File: config.mk
export PLATFORM = sky130hd
export DESIGN_NAME = rom_loader
export DESIGN_NICKNAME = d
export VERILOG_FILES = /design/src/rtl/rom_loader_pkg.sv /design/src/rtl/sync_fifo.sv /design/src/rtl/rom_loader.sv
export SDC_FILE = /design/constraint.sdc
export NUM_CORES = 1
export LEC_CHECK = 0
export BUFFER_PORTS_ARGS = -buffer_cell sky130_fd_sc_hd__buf_2
export CAP_MARGIN = 20
export CORE_MARGIN = 5
export CORE_UTILIZATION = 44
export CTS_BUF_LIST = sky130_fd_sc_hd__clkbuf_2
export DETAILED_ROUTE_END_ITERATION = 7
export HOLD_SLACK_MARGIN = 0.12
export SKIP_LAST_GASP = 1
export SLEW_MARGIN = 25
export SYNTH_ARGS = -nofsm -noshare
export SYNTH_HDL_FRONTEND = slang
export SYNTH_HIERARCHICAL = 1
export SYNTH_SLANG_ARGS = --single-unit
File: constraint.sdc
create_clock -name clk_sys -period 5.3 [get_ports clk_sys]
set_clock_uncertainty 0.2 [all_clocks]
set_input_delay 1.06 -clock clk_sys [delete_from_list [all_inputs] [get_ports clk_sys]]
set_output_delay 1.06 -clock clk_sys [all_outputs]
set_load 0.1 [all_outputs]
File: src/rtl/rom_loader_pkg.sv
// rom_loader_pkg: shared engine state type and derived-width helpers for ROM loaders
package rom_loader_pkg;
  typedef enum logic {IDLE, REQ} loader_state_t;
  function automatic int page_w(input int addr_w, input int slot_aw);
    return addr_w - slot_aw;
  endfunction
  function automatic int bank_w(input int banks);
    return banks > 1 ? $clog2(banks) : 1;
  endfunction
endpackage

File: src/rtl/sync_fifo.sv
// sync_fifo: show-ahead FIFO (push/din in, pop in, dout/full/empty out) with one-bit-extra pointers
module sync_fifo #(
  parameter int WIDTH = 8,
  parameter int DEPTH = 4
) (
  input  logic             clk_sys,
  input  logic             reset_n,
  input  logic             push,
  input  logic [WIDTH-1:0] din,
  input  logic             pop,
  output logic [WIDTH-1:0] dout,
  output logic             full,
  output logic             empty
);
  localparam int AW = $clog2(DEPTH);
  logic [WIDTH-1:0] mem [DEPTH];
  logic [AW:0] wp, rp;
  assign empty = wp == rp;
  assign full = (wp[AW] != rp[AW]) && (wp[AW-1:0] == rp[AW-1:0]);
  assign dout = mem[rp[AW-1:0]];
  always_ff @(posedge clk_sys)
    if (push && !full) mem[wp[AW-1:0]] <= din;
  always_ff @(posedge clk_sys) begin
    if (!reset_n) begin
      wp <= '0;
      rp <= '0;
    end else begin
      if (push && !full) wp <= wp + 1'b1;
      if (pop && !empty) rp <= rp + 1'b1;
    end
  end
endmodule

File: src/rtl/rom_loader.sv
// rom_loader: ioctl byte stream in -> slot/page decode -> FIFO -> SDRAM write port (mem_*), plus busy/loaded/oob/overflow/done status
module rom_loader
  import rom_loader_pkg::*;
#(
  parameter int SLOTS_PER_BANK = 4,
  parameter int BANKS          = 2,
  parameter int SLOT_AW        = 14,
  parameter int ADDR_W         = 23,
  parameter int FIFO_DEPTH     = 4,
  parameter int INDEX          = 0,
  localparam int NSLOT  = SLOTS_PER_BANK * BANKS,
  localparam int PAGE_W = page_w(ADDR_W, SLOT_AW),
  localparam int BW     = bank_w(BANKS)
) (
  input  logic                         clk_sys,
  input  logic                         reset_n,
  input  logic                         ce,
  input  logic                         ioctl_download,
  input  logic [7:0]                   ioctl_index,
  input  logic                         ioctl_wr,
  input  logic [24:0]                  ioctl_addr,
  input  logic [7:0]                   ioctl_dout,
  input  logic [SLOTS_PER_BANK*PAGE_W-1:0] page_map,
  output logic                         mem_req,
  input  logic                         mem_ack,
  output logic [ADDR_W-1:0]            mem_addr,
  output logic [BW-1:0]                mem_bank,
  output logic [7:0]                   mem_dout,
  output logic                         busy,
  output logic [NSLOT-1:0]             loaded,
  output logic                         oob,
  output logic                         overflow,
  output logic                         done
);
  localparam int SW  = NSLOT > 1 ? $clog2(NSLOT) : 1;
  localparam int SLW = 25 - SLOT_AW;
  localparam int FW  = BW + PAGE_W + SLOT_AW + 8 + 1 + SW;
  loader_state_t state;
  logic act, act_q, accept, in_range, push, pop, full, empty, drain, cur_last;
  logic [SW-1:0] cur_slot;
  logic [SLW-1:0] s;
  logic [SLOT_AW-1:0] off;
  logic [FW-1:0] din, head;
  logic [BW-1:0] h_bank;
  logic [PAGE_W-1:0] h_page;
  logic [SLOT_AW-1:0] h_off;
  logic [7:0] h_data;
  logic h_last;
  logic [SW-1:0] h_slot;
  assign act = ioctl_download && ioctl_index == 8'(INDEX);
  assign accept = act && ioctl_wr && ce;
  assign s = ioctl_addr[24:SLOT_AW];
  assign off = ioctl_addr[SLOT_AW-1:0];
  assign in_range = s < SLW'(NSLOT);
  assign push = accept && in_range && !full;
  assign din = {BW'(s / SLW'(SLOTS_PER_BANK)),
                page_map[PAGE_W*int'(s % SLW'(SLOTS_PER_BANK)) +: PAGE_W],
                off, ioctl_dout, &off, SW'(s)};
  assign {h_bank, h_page, h_off, h_data, h_last, h_slot} = head;
  assign pop = !empty && (state == IDLE || mem_ack);
  assign busy = act || !empty || mem_req;
  sync_fifo #(.WIDTH(FW), .DEPTH(FIFO_DEPTH)) u_fifo (
    .clk_sys(clk_sys), .reset_n(reset_n), .push(push), .din(din),
    .pop(pop), .dout(head), .full(full), .empty(empty)
  );
  always_ff @(posedge clk_sys) begin
    if (!reset_n) begin
      state <= IDLE;
      mem_req <= 1'b0;
      mem_addr <= '0;
      mem_bank <= '0;
      mem_dout <= '0;
      cur_last <= 1'b0;
      cur_slot <= '0;
      loaded <= '0;
      oob <= 1'b0;
      overflow <= 1'b0;
      done <= 1'b0;
      act_q <= 1'b0;
      drain <= 1'b0;
    end else begin
      act_q <= act;
      done <= 1'b0;
      if (act && !act_q) begin
        loaded <= '0;
        oob <= 1'b0;
        overflow <= 1'b0;
      end
      // sets come after the start-of-download clear so they take priority
      if (accept && !in_range) oob <= 1'b1;
      if (accept && in_range && full) overflow <= 1'b1;
      if (state == REQ && mem_ack && cur_last) loaded[cur_slot] <= 1'b1;
      if (pop) begin
        state <= REQ;
        mem_req <= 1'b1;
        mem_addr <= {h_page, h_off};
        mem_bank <= h_bank;
        mem_dout <= h_data;
        cur_last <= h_last;
        cur_slot <= h_slot;
      end else if (state == REQ && mem_ack) begin
        state <= IDLE;
        mem_req <= 1'b0;
      end
      if (!act && act_q) drain <= 1'b1;
      else if (drain && empty && state == IDLE) begin
        drain <= 1'b0;
        done <= 1'b1;
      end
    end
  end
endmodule

==> results.py, run 1 <==
metrics = {
    "outcome": {
        "status": "finished clean",
    },
    "sta": {
        "worstMarginPinSlew_ns": 0.973,
        "finalCriticalPeriod_ns": 3.80,
        "hold_viol": 0,
        "setup_viol": 0,
        "post-route-period-util": 0.717,
        "setup_tns_ns": 0,
        "rsz0062_at_grt": "no",
        "slew_headroom": 0.352,
        "fmax_mhz": 263,
        "layout_setup_ws_ns": 1.50,
        "maxSlewViolCount": 0,
    },
    "clock_network": {
        "clock_sinks": 202,
        "hold_buffers": 0,
        "clock_latency_ns": 0.73,
        "cts_root_buffer": "clkbuf_2",
        "cts_setup_buffers": 0,
        "cts.htree.levels": 2,
        "cts_buffer_depth": 3,
        "cts_resized": 0,
        "cts_tree": "yes",
        "numCtsBuffers": 50,
        "cts.clk_slew.worst_paths_ns": 0.11,
    },
    "synth": {
        "syn_nets": 586,
        "synth_area_sq_mm": 0.00799,
        "ys_ff_latch": 202,
        "synth_cells": 498,
        "ys.warnings.count": 6,
        "syn_area_per_cell_sq_um": 16.0,
        "ys_types": 49,
        "seq_area_frac_synth": 0.687,
    },
    "route": {
        "routed_wl_mm": 17.1,
        "drc": 0,
        "post_drt_via_cell_ratio": 5.37,
        "wl_per_cell_um": 18.5,
        "dr_total_vias": 4966,
        "drt-initial-drc-count": 244,
        "firstDrtPassIters": 4,
        "drtAntennaViolNets": 0,
    },
    "power": {
        "seq_power_share": 0.570,
        "power.switching_w": 0.000806,
        "power_density_mw_per_mm2": 324,
        "ir_worst_vdd_uv": 145,
        "p_clk_frac": 0.327,
        "switching_share": 0.268,
        "p_leak_nw": 3.30,
        "internal_power_w": 0.00220,
        "comb_power_share": 0.102,
    },
    "place": {
        "dp_slack_ns": 1.17,
        "post-dp-hpwl_mm": 10.7,
        "gp_congestion": 0.819,
        "port_buffers": 127,
        "dp_cells": 830,
        "dpl_cell_area_sq_mm": 0.00884,
    },
    "floorplanning": {
        "num_rows": 49,
        "dieArea_sq_mm": 0.0209,
        "core_area_sq_mm": 0.0179,
        "ios": 128,
        "die_w_um": 145,
        "fp.dieH_um": 145,
        "start_util": 0.446,
    },
    "flow_run": {
        "max_cap_viol_count": 0,
    },
    "global_route": {
        "antenna_found_initial": 1,
        "grt_max_degree": 40,
        "grt_overflow_total": 0,
        "grt_pass1_vias": 5415,
        "grt_use_total": 0.168,
        "grt_pass1_wl_mm": 27.6,
    },
    "final_layout": {
        "post-route-cell-area_sq_mm": 0.00929,
        "final_common_cell": "edfxtp_1",
        "nets": 741,
        "stdcell_count": 924,
        "layout_common_cells": "edfxtp_1, buf_2, clkbuf_2",
        "syn2layout_area_growth_pct": 16.4,
        "drive_gt1_frac": 0.402,
    },
    "critical_path": {
        "rrSetupSlack_ns": 1.72,
        "endpoint_kind": "output pin",
        "worstPathArrival_ns": 2.54,
        "crit_fanout": 7,
        "worstPathRequired_ns": 4.04,
        "critical_path_class": "register to output pin",
        "start_kind": "register",
    },
    "worst_hold_path": {
        "hp-class": "register to register",
    },
}
==> Yosys cell counts (all sizes together) <==
| library cell | instances | share of area |
|---|---|---|
| edfxtp | 144 | 0.54 |
| dfxtp | 58 | 0.15 |
| mux4 | 45 | 0.13 |
| nand3 | 42 | 0.027 |
| a21oi | 40 | 0.025 |
| o21ai | 40 | 0.025 |
| buf | 20 | 0.013 |
| clkbuf | 12 | 0.0064 |
| nand4 | 9 | 0.0070 |
| inv | 8 | 0.0038 |
| nand2 | 7 | 0.0033 |
| o2bb2ai | 7 | 0.0077 |
| nand3b | 6 | 0.0056 |
| nor2 | 6 | 0.0028 |
| nor3 | 6 | 0.0038 |
| ha | 5 | 0.0078 |
| a211o | 4 | 0.0044 |
| and2 | 4 | 0.0031 |
| nor4 | 4 | 0.0031 |
| a31oi | 3 | 0.0023 |
| a41oi | 3 | 0.0042 |
| xnor2 | 3 | 0.0033 |
| xor2 | 3 | 0.0033 |
| nor2b | 2 | 0.0016 |
| nor4b | 2 | 0.0041 |
| o211ai | 2 | 0.0019 |
| a2111oi | 1 | 0.0034 |
| a211oi | 1 | 0.00094 |
| a2bb2o | 1 | 0.0025 |
| a31o | 1 | 0.0011 |
| a32o | 1 | 0.0013 |
| and3 | 1 | 0.00078 |
| and4 | 1 | 0.0011 |
| nand2b | 1 | 0.00078 |
| nand4b | 1 | 0.0011 |
| o21bai | 1 | 0.00094 |
| o31a | 1 | 0.0011 |
| or3 | 1 | 0.00078 |
| or4 | 1 | 0.00094 |
==> through the flow <==
| stage | total power (W) | hold WS [ns] | utilization |
|---|---|---|---|
| floorplan | 0.00198 | 0.262 | - |
| global placement | 0.00206 | 0.246 | 0.494 |
| detailed placement | 0.00206 | 0.257 | 0.494 |
| CTS | 0.00305 | 0.240 | 0.519 |
| global route | 0.00317 | 0.214 | 0.519 |
| finish | 0.00301 | 0.270 | 0.519 |
==> metal layers <==
metal,vias to the layer above,track usage,wire (um)
li1,2349,-,-
met1,2439,0.223,7390
met2,155,0.276,8370
met3,23,0.0394,1090
met4,0,0.0555,273
met5,-,0,0
==> cells by family (layout without fill, tap and decap cells) <==
kind of cell,count (synthesis),in the layout,synth area share
and+or+nand+nor,94,94,0.0669
xor gates and xnor gates,6,6,0.00658
AOI/OAI and AO/OA,106,106,0.0819
muxes,45,45,0.127
DFF,202,202,0.687
adders and majority gates,5,5,0.00783
buffers and inverters,40,236,0.0232
other,0,1,0
==> worst max-delay path, cell delays in order (launching register included) <==
cell and delay, ns:
dfxtp_1 0.50, xor2_1 0.50, nor3_2 0.11, nor2b_1 0.17, nand2_1 0.09, buf_2 0.43
==> state kept, by name, summed over array words and instances, names as in the netlist, 3 cells and up, named ones only <==
name        count
mem_dout        8
u_fifo/wp       3
loaded          8
cur_slot        3
u_fifo/mem    144
u_fifo/rp       3
mem_addr       23
==> power groups by stage <==
| stage | logic [W] | clock network, W | registers, W |
|---|---|---|---|
| after floorplan | 0.000133 | 0 | 0.00184 |
| after global placement | 0.000307 | 0 | 0.00175 |
| after detailed placement | 0.000312 | 0 | 0.00175 |
| after CTS | 0.000312 | 0.00103 | 0.00172 |
| after global routing | 0.000332 | 0.00112 | 0.00172 |
| final | 0.000308 | 0.000984 | 0.00172 |
==> path summary, 6_finish.rpt <==
path / startpoint / end / cells after the start
worst max-delay path: u_fifo/wp[0]$_SDFFE_PN0P_ / busy / 5
worst min-delay path: loaded[3]$_SDFF_PN0_ / loaded[3]$_SDFF_PN0_ / 1
worst max register to register: u_fifo/wp[0]$_SDFFE_PN0P_ / u_fifo/mem[2][25]$_DFFE_PP_ / 6
worst min register to register: loaded[3]$_SDFF_PN0_ / loaded[3]$_SDFF_PN0_ / 1
==> area by class of cell <==
type	instances	area, sq um
clock buffer	82	410
tap	229	287
inverter	8	30.0
antenna	1	2.50
multi-input combinational	256	2340
fill	1549	8610
clock inverter	11	42.5
sequential	202	5490
timing repair buffer	135	696
Power figures use the tool's default switching activity.
==> inputs of run 2 (changes only) <==
- PLACE_DENSITY: default -> 0.67
- clock period: 5.3 -> 3.3 ns (I/O delays scaled with it)
==> results.py, run 2 (synthesis gave the netlist of run 1 again) <==
metrics = {
    "route": {
        "post_drt_via_cell_ratio": 5.39,
        "wl_per_cell_um": 18.4,
        "drc": 0,
        "firstDrtPassIters": 5,
        "drt-initial-drc-count": 471,
        "dr_total_vias": 5353,
        "routed_wl_mm": 18.2,
        "drtAntennaViolNets": 0,
    },
    "final_layout": {
        "largest_reg_flops": 144,
        "nets": 811,
        "fillers": 1441,
        "drive_gt1_frac": 0.379,
        "multi_input_area_sq_mm": 0.00238,
        "syn2layout_area_growth_pct": 27.1,
        "stdcell_count": 993,
        "post-route-util": 0.567,
        "final_common_cell": "edfxtp_1",
        "regArea_sq_mm": 0.00549,
        "layout_common_cells": "edfxtp_1, buf_2, clkbuf_2",
    },
    "sta": {
        "setup_tns_ns": -0.0145,
        "post-route-period-util": 1.00,
        "layout_setup_ws_ns": -0.0145,
        "fmax_mhz": 302,
        "setup_viol": 1,
        "maxSlewViolCount": 0,
        "finalCriticalPeriod_ns": 3.31,
        "rsz0062_at_grt": "no",
        "hold_viol": 0,
        "slew_headroom": 0.362,
        "worstMarginPinSlew_ns": 0.957,
    },
    "clock_network": {
        "clock_sinks": 202,
        "cts_setup_buffers": 0,
        "cts_root_buffer": "clkbuf_2",
        "cts_buffer_depth": 3,
        "clock_latency_ns": 0.76,
        "cts_tree": "yes",
        "cts.clk_slew.worst_paths_ns": 0.09,
        "numCtsBuffers": 48,
        "cts.htree.levels": 2,
    },
    "global_route": {
        "grt_use_total": 0.177,
        "grt_pass1_vias": 5639,
        "antenna_found_initial": 1,
        "grt_pass1_wl_mm": 28.8,
        "grt_max_degree": 40,
        "grt_overflow_total": 0,
    },
    "critical_path": {
        "start_kind": "input port",
        "crit_path_top_delay_cell": "dlygate4sd3_1",
        "critical_path_class": "input port to register",
        "crit_fanout": 3,
        "crit_top_cell": "dlygate4sd3_1",
        "slowest_delay_ns": 0.62,
        "reg2reg_depth": 6,
        "path_cells": "dlygate4sd3_1 -> buf_2 -> nor4_2 -> dlygate4sd3_1 -> nand3_1 -> dlygate4sd3_1 -> a32o_1 -> dlygate4sd3_1",
        "worstPathArrival_ns": 3.71,
        "endpoint_kind": "register",
        "worstPathRequired_ns": 3.69,
    },
    "floorplanning": {
        "core_area_sq_mm": 0.0179,
        "num_rows": 49,
        "ios": 128,
        "die_w_um": 145,
        "start_util": 0.446,
        "fp.dieH_um": 145,
        "dieArea_sq_mm": 0.0209,
    },
    "place": {
        "dp_cells": 838,
        "gp_congestion": 0.815,
        "dp_slack_ns": 0.251,
        "post-dp-hpwl_mm": 11.3,
        "port_buffers": 127,
    },
    "power": {
        "ir_worst_vdd_uv": 267,
        "p_leak_nw": 3.62,
        "power_density_mw_per_mm2": 488,
        "p_total_w": 0.00495,
    },
    "flow_run": {
        "max_cap_viol_count": 0,
    },
    "worst_hold_path": {
        "hp-class": "input port to register",
        "hold_depth": 5,
    },
    "outcome": {
        "status": "complete, but fails checks",
        "violations": "setup timing",
    },
}
[run 2: cell count changes in the layout (fill, tap and decap cells not counted), moves of 2 or more]
cell           change
buf_12             +8
clkbuf_2           -7
dfxtp_1            -2
dfxtp_2            +2
dlygate4sd3_1     +64
xor2_1             -3
xor2_2             +2
[run 2: final cells by class]
class	count	share of cell area
timing repair buffer	207	0.148
tap	229	0.0282
antenna	1	0.000247
inverter	8	0.00296
multi-input combinational	256	0.234
sequential	202	0.541
clock buffer	75	0.0370
clock inverter	15	0.00875
[run 2: per-layer routing]
layer,global-route usage,vias to the layer above,part of all wire
li1,-,2479,-
met1,0.226,2635,0.41
met2,0.301,212,0.51
met3,0.0378,27,0.066
met4,0.0599,0,0.015
met5,0,-,0
[run 2: final timing paths]
kind                                            from                   end  slack [ns]
worst max-delay path                  ioctl_index[5]      oob$_SDFFE_PN0P_       -0.01
worst min-delay path                  ioctl_index[6]    drain$_SDFFE_PN0P_        0.25
worst max register to register      act_q$_SDFF_PN0_      oob$_SDFFE_PN0P_        0.29
worst min register to register  loaded[5]$_SDFF_PN0_  loaded[5]$_SDFF_PN0_        0.27
[run 2: per-stage QoR]
| stage | cell area [sq um] | hold slack (ns) |
|---|---|---|
| 4_1_cts | 10100 | 0.126 |
| 3_3_place_gp | 9000 | 0.241 |
| 6_report | 10200 | 0.251 |
| 3_5_place_dp | 9000 | 0.243 |
| 5_1_grt | 10200 | 0.158 |
| 2_1_floorplan | 8000 | 0.262 |
[run 2: power breakdown]
part / total (W) / internal, W / switching [W]
registers: 0.00276 / 0.00274 / 0.0000175
clock network: 0.00162 / 0.000683 / 0.000935
logic: 0.000574 / 0.000212 / 0.000362
[run 2: worst max-delay path, delay by kind of cell]
kind | cells | cell delay (ns)
AND/OR/NAND/NOR | 2 | 0.37
buffers and inverters | 5 | 2.42
AO/OA/AOI/OAI | 1 | 0.25
[run 2: repair_timing]
action	4_1_cts	5_1_grt
pin swaps	0	0
cloned	0	0
hold buffers	59	5
hold endpoints to repair	141	10
gates resized for setup	2	6
endpoints found under the setup margin	1	2
==> inputs of run 3 (changes only) <==
- PLACE_DENSITY: 0.67 -> default
- clock period: 3.3 -> 3.84 ns (I/O delays scaled with it)
==> results.py, run 3 (synthesis gave the netlist of run 1 again) <==
metrics = {
    "final_layout": {
        "final_common_cell": "edfxtp_1",
        "post-route-cell-area_sq_mm": 0.00968,
        "post-route-util": 0.541,
        "nets": 773,
        "layout_common_cells": "edfxtp_1, buf_2, clkbuf_2",
        "largest_reg_flops": 144,
        "drive_gt1_frac": 0.389,
        "syn2layout_area_growth_pct": 21.1,
    },
    "clock_network": {
        "cts_tree": "yes",
        "numCtsBuffers": 51,
        "cts.htree.levels": 2,
        "clock_sinks": 202,
        "cts.clk_slew.worst_paths_ns": 0.10,
        "clock_latency_ns": 0.75,
        "cts_setup_buffers": 0,
        "cts_buffer_depth": 3,
        "cts_root_buffer": "clkbuf_2",
    },
    "critical_path": {
        "start_kind": "register",
        "critical_path_class": "register to output pin",
        "slowest_delay_ns": 0.52,
        "cp_top_family": "XOR/XNOR gates",
        "path_buf_inv": 1,
        "worstPathArrival_ns": 2.54,
        "path_cells": "xor2_1 -> nor3_2 -> nor2b_1 -> nand2_1 -> buf_2",
        "crit_path_top_delay_cell": "xor2_1",
        "crit_fanout": 7,
        "endpoint_kind": "output pin",
        "worstPathRequired_ns": 2.87,
    },
    "route": {
        "drt-initial-drc-count": 366,
        "firstDrtPassIters": 5,
        "routed_wl_mm": 17.8,
        "wl_per_cell_um": 18.6,
        "drtAntennaViolNets": 0,
        "dr_total_vias": 5202,
        "drc": 0,
        "post_drt_via_cell_ratio": 5.43,
    },
    "floorplanning": {
        "die_w_um": 145,
        "fp.dieH_um": 145,
        "num_rows": 49,
        "core_area_sq_mm": 0.0179,
        "start_util": 0.446,
        "dieArea_sq_mm": 0.0209,
        "ios": 128,
    },
    "power": {
        "power.switching_w": 0.00114,
        "ir_worst_vdd_uv": 279,
        "switching_share": 0.268,
        "p_leak_nw": 3.46,
        "comb_power_share": 0.104,
        "power_density_mw_per_mm2": 440,
        "seq_power_share": 0.558,
        "p_clk_frac": 0.337,
        "internal_power_w": 0.00311,
    },
    "place": {
        "port_buffers": 127,
        "post-dp-hpwl_mm": 11.4,
        "gp_congestion": 0.845,
        "dpl_cell_area_sq_mm": 0.00893,
    },
    "sta": {
        "hold_viol": 0,
        "maxSlewViolCount": 0,
        "slew_headroom": 0.317,
        "finalCriticalPeriod_ns": 3.50,
        "post-route-period-util": 0.913,
        "fmax_mhz": 285,
        "setup_tns_ns": 0,
        "worstMarginPinSlew_ns": 1.03,
        "rsz0062_at_grt": "no",
        "worst_hold_slack_ns": 0.232,
        "setup_viol": 0,
    },
    "flow_run": {
        "max_cap_viol_count": 0,
    },
    "global_route": {
        "grt_use_total": 0.172,
        "grt_max_degree": 40,
        "grt_pass1_wl_mm": 27.9,
        "grt_overflow_total": 0,
        "antenna_found_initial": 1,
        "grt_pass1_vias": 5395,
    },
    "worst_hold_path": {
        "hp-class": "input port to register",
    },
    "outcome": {
        "status": "finished clean",
    },
}
run 3: metrics by stage:
stage,instances,worst slack [ns],total power [W]
finish,958,0.335,0.00425
detailed placement,835,0.511,0.00285
global placement,835,0.567,0.00285
global route,958,0.145,0.00448
CTS,957,0.272,0.00432
floorplan,498,0.286,0.00273
run 3: worst reg2reg max path, delay by kind of cell, from the launching register on:
kind	cells	cell delay, ns
buffers and inverters	3	0.48
DFF	1	0.49
and+or+nand+nor	3	0.87
xor gates and xnor gates	1	0.53
AOI/OAI and AO/OA	1	0.22
run 3: layout make-up:
cell class                      count  area [sq um]
Clock inverter                     17          92.6
Tap cell                          229           287
Fill cell                        1553          8230
Inverter                            8          30.0
Sequential cell                   202          5490
Clock buffer                       79           395
Timing Repair Buffer              166          1040
Multi-Input combinational cell    256          2340
Antenna cell                        1          2.50
run 3: what timing repair did:
item / in CTS / in global routing
resized for setup: 0 / 0
hold endpoints to repair: 97 / 0
hold buffers: 26 / 0
run 3: power by group through the flow:
stage,logic (W),registers [W],clock network [W]
2_1_floorplan,0.000183,0.00254,0
3_3_place_gp,0.000421,0.00242,0
3_5_place_dp,0.000428,0.00242,0
4_1_cts,0.000448,0.00238,0.00150
5_1_grt,0.000474,0.00238,0.00163
6_report,0.000444,0.00237,0.00144
run 3: routing by layer:
| metal | GRT usage | part of all wire | vias to the layer above |
|---|---|---|---|
| met5 | 0 | 0 | - |
| met4 | 0.0574 | 0.016 | 0 |
| met3 | 0.0358 | 0.061 | 22 |
| met2 | 0.287 | 0.49 | 187 |
| met1 | 0.227 | 0.43 | 2581 |
| li1 | - | - | 2412 |
run 3: path summary, 6_finish.rpt:
path / from / end / slack (ns) / cells past startpoint
worst max register to register: u_fifo/wp[0]$_SDFFE_PN0P_ / u_fifo/mem[1][29]$_DFFE_PP_ / 0.77 / 8
worst min-delay path: reset_n / u_fifo/rp[2]$_SDFFE_PN0P_ / 0.23 / 2
worst max-delay path: u_fifo/wp[0]$_SDFFE_PN0P_ / busy / 0.34 / 5
worst min register to register: loaded[5]$_SDFF_PN0_ / loaded[5]$_SDFF_PN0_ / 0.27 / 1
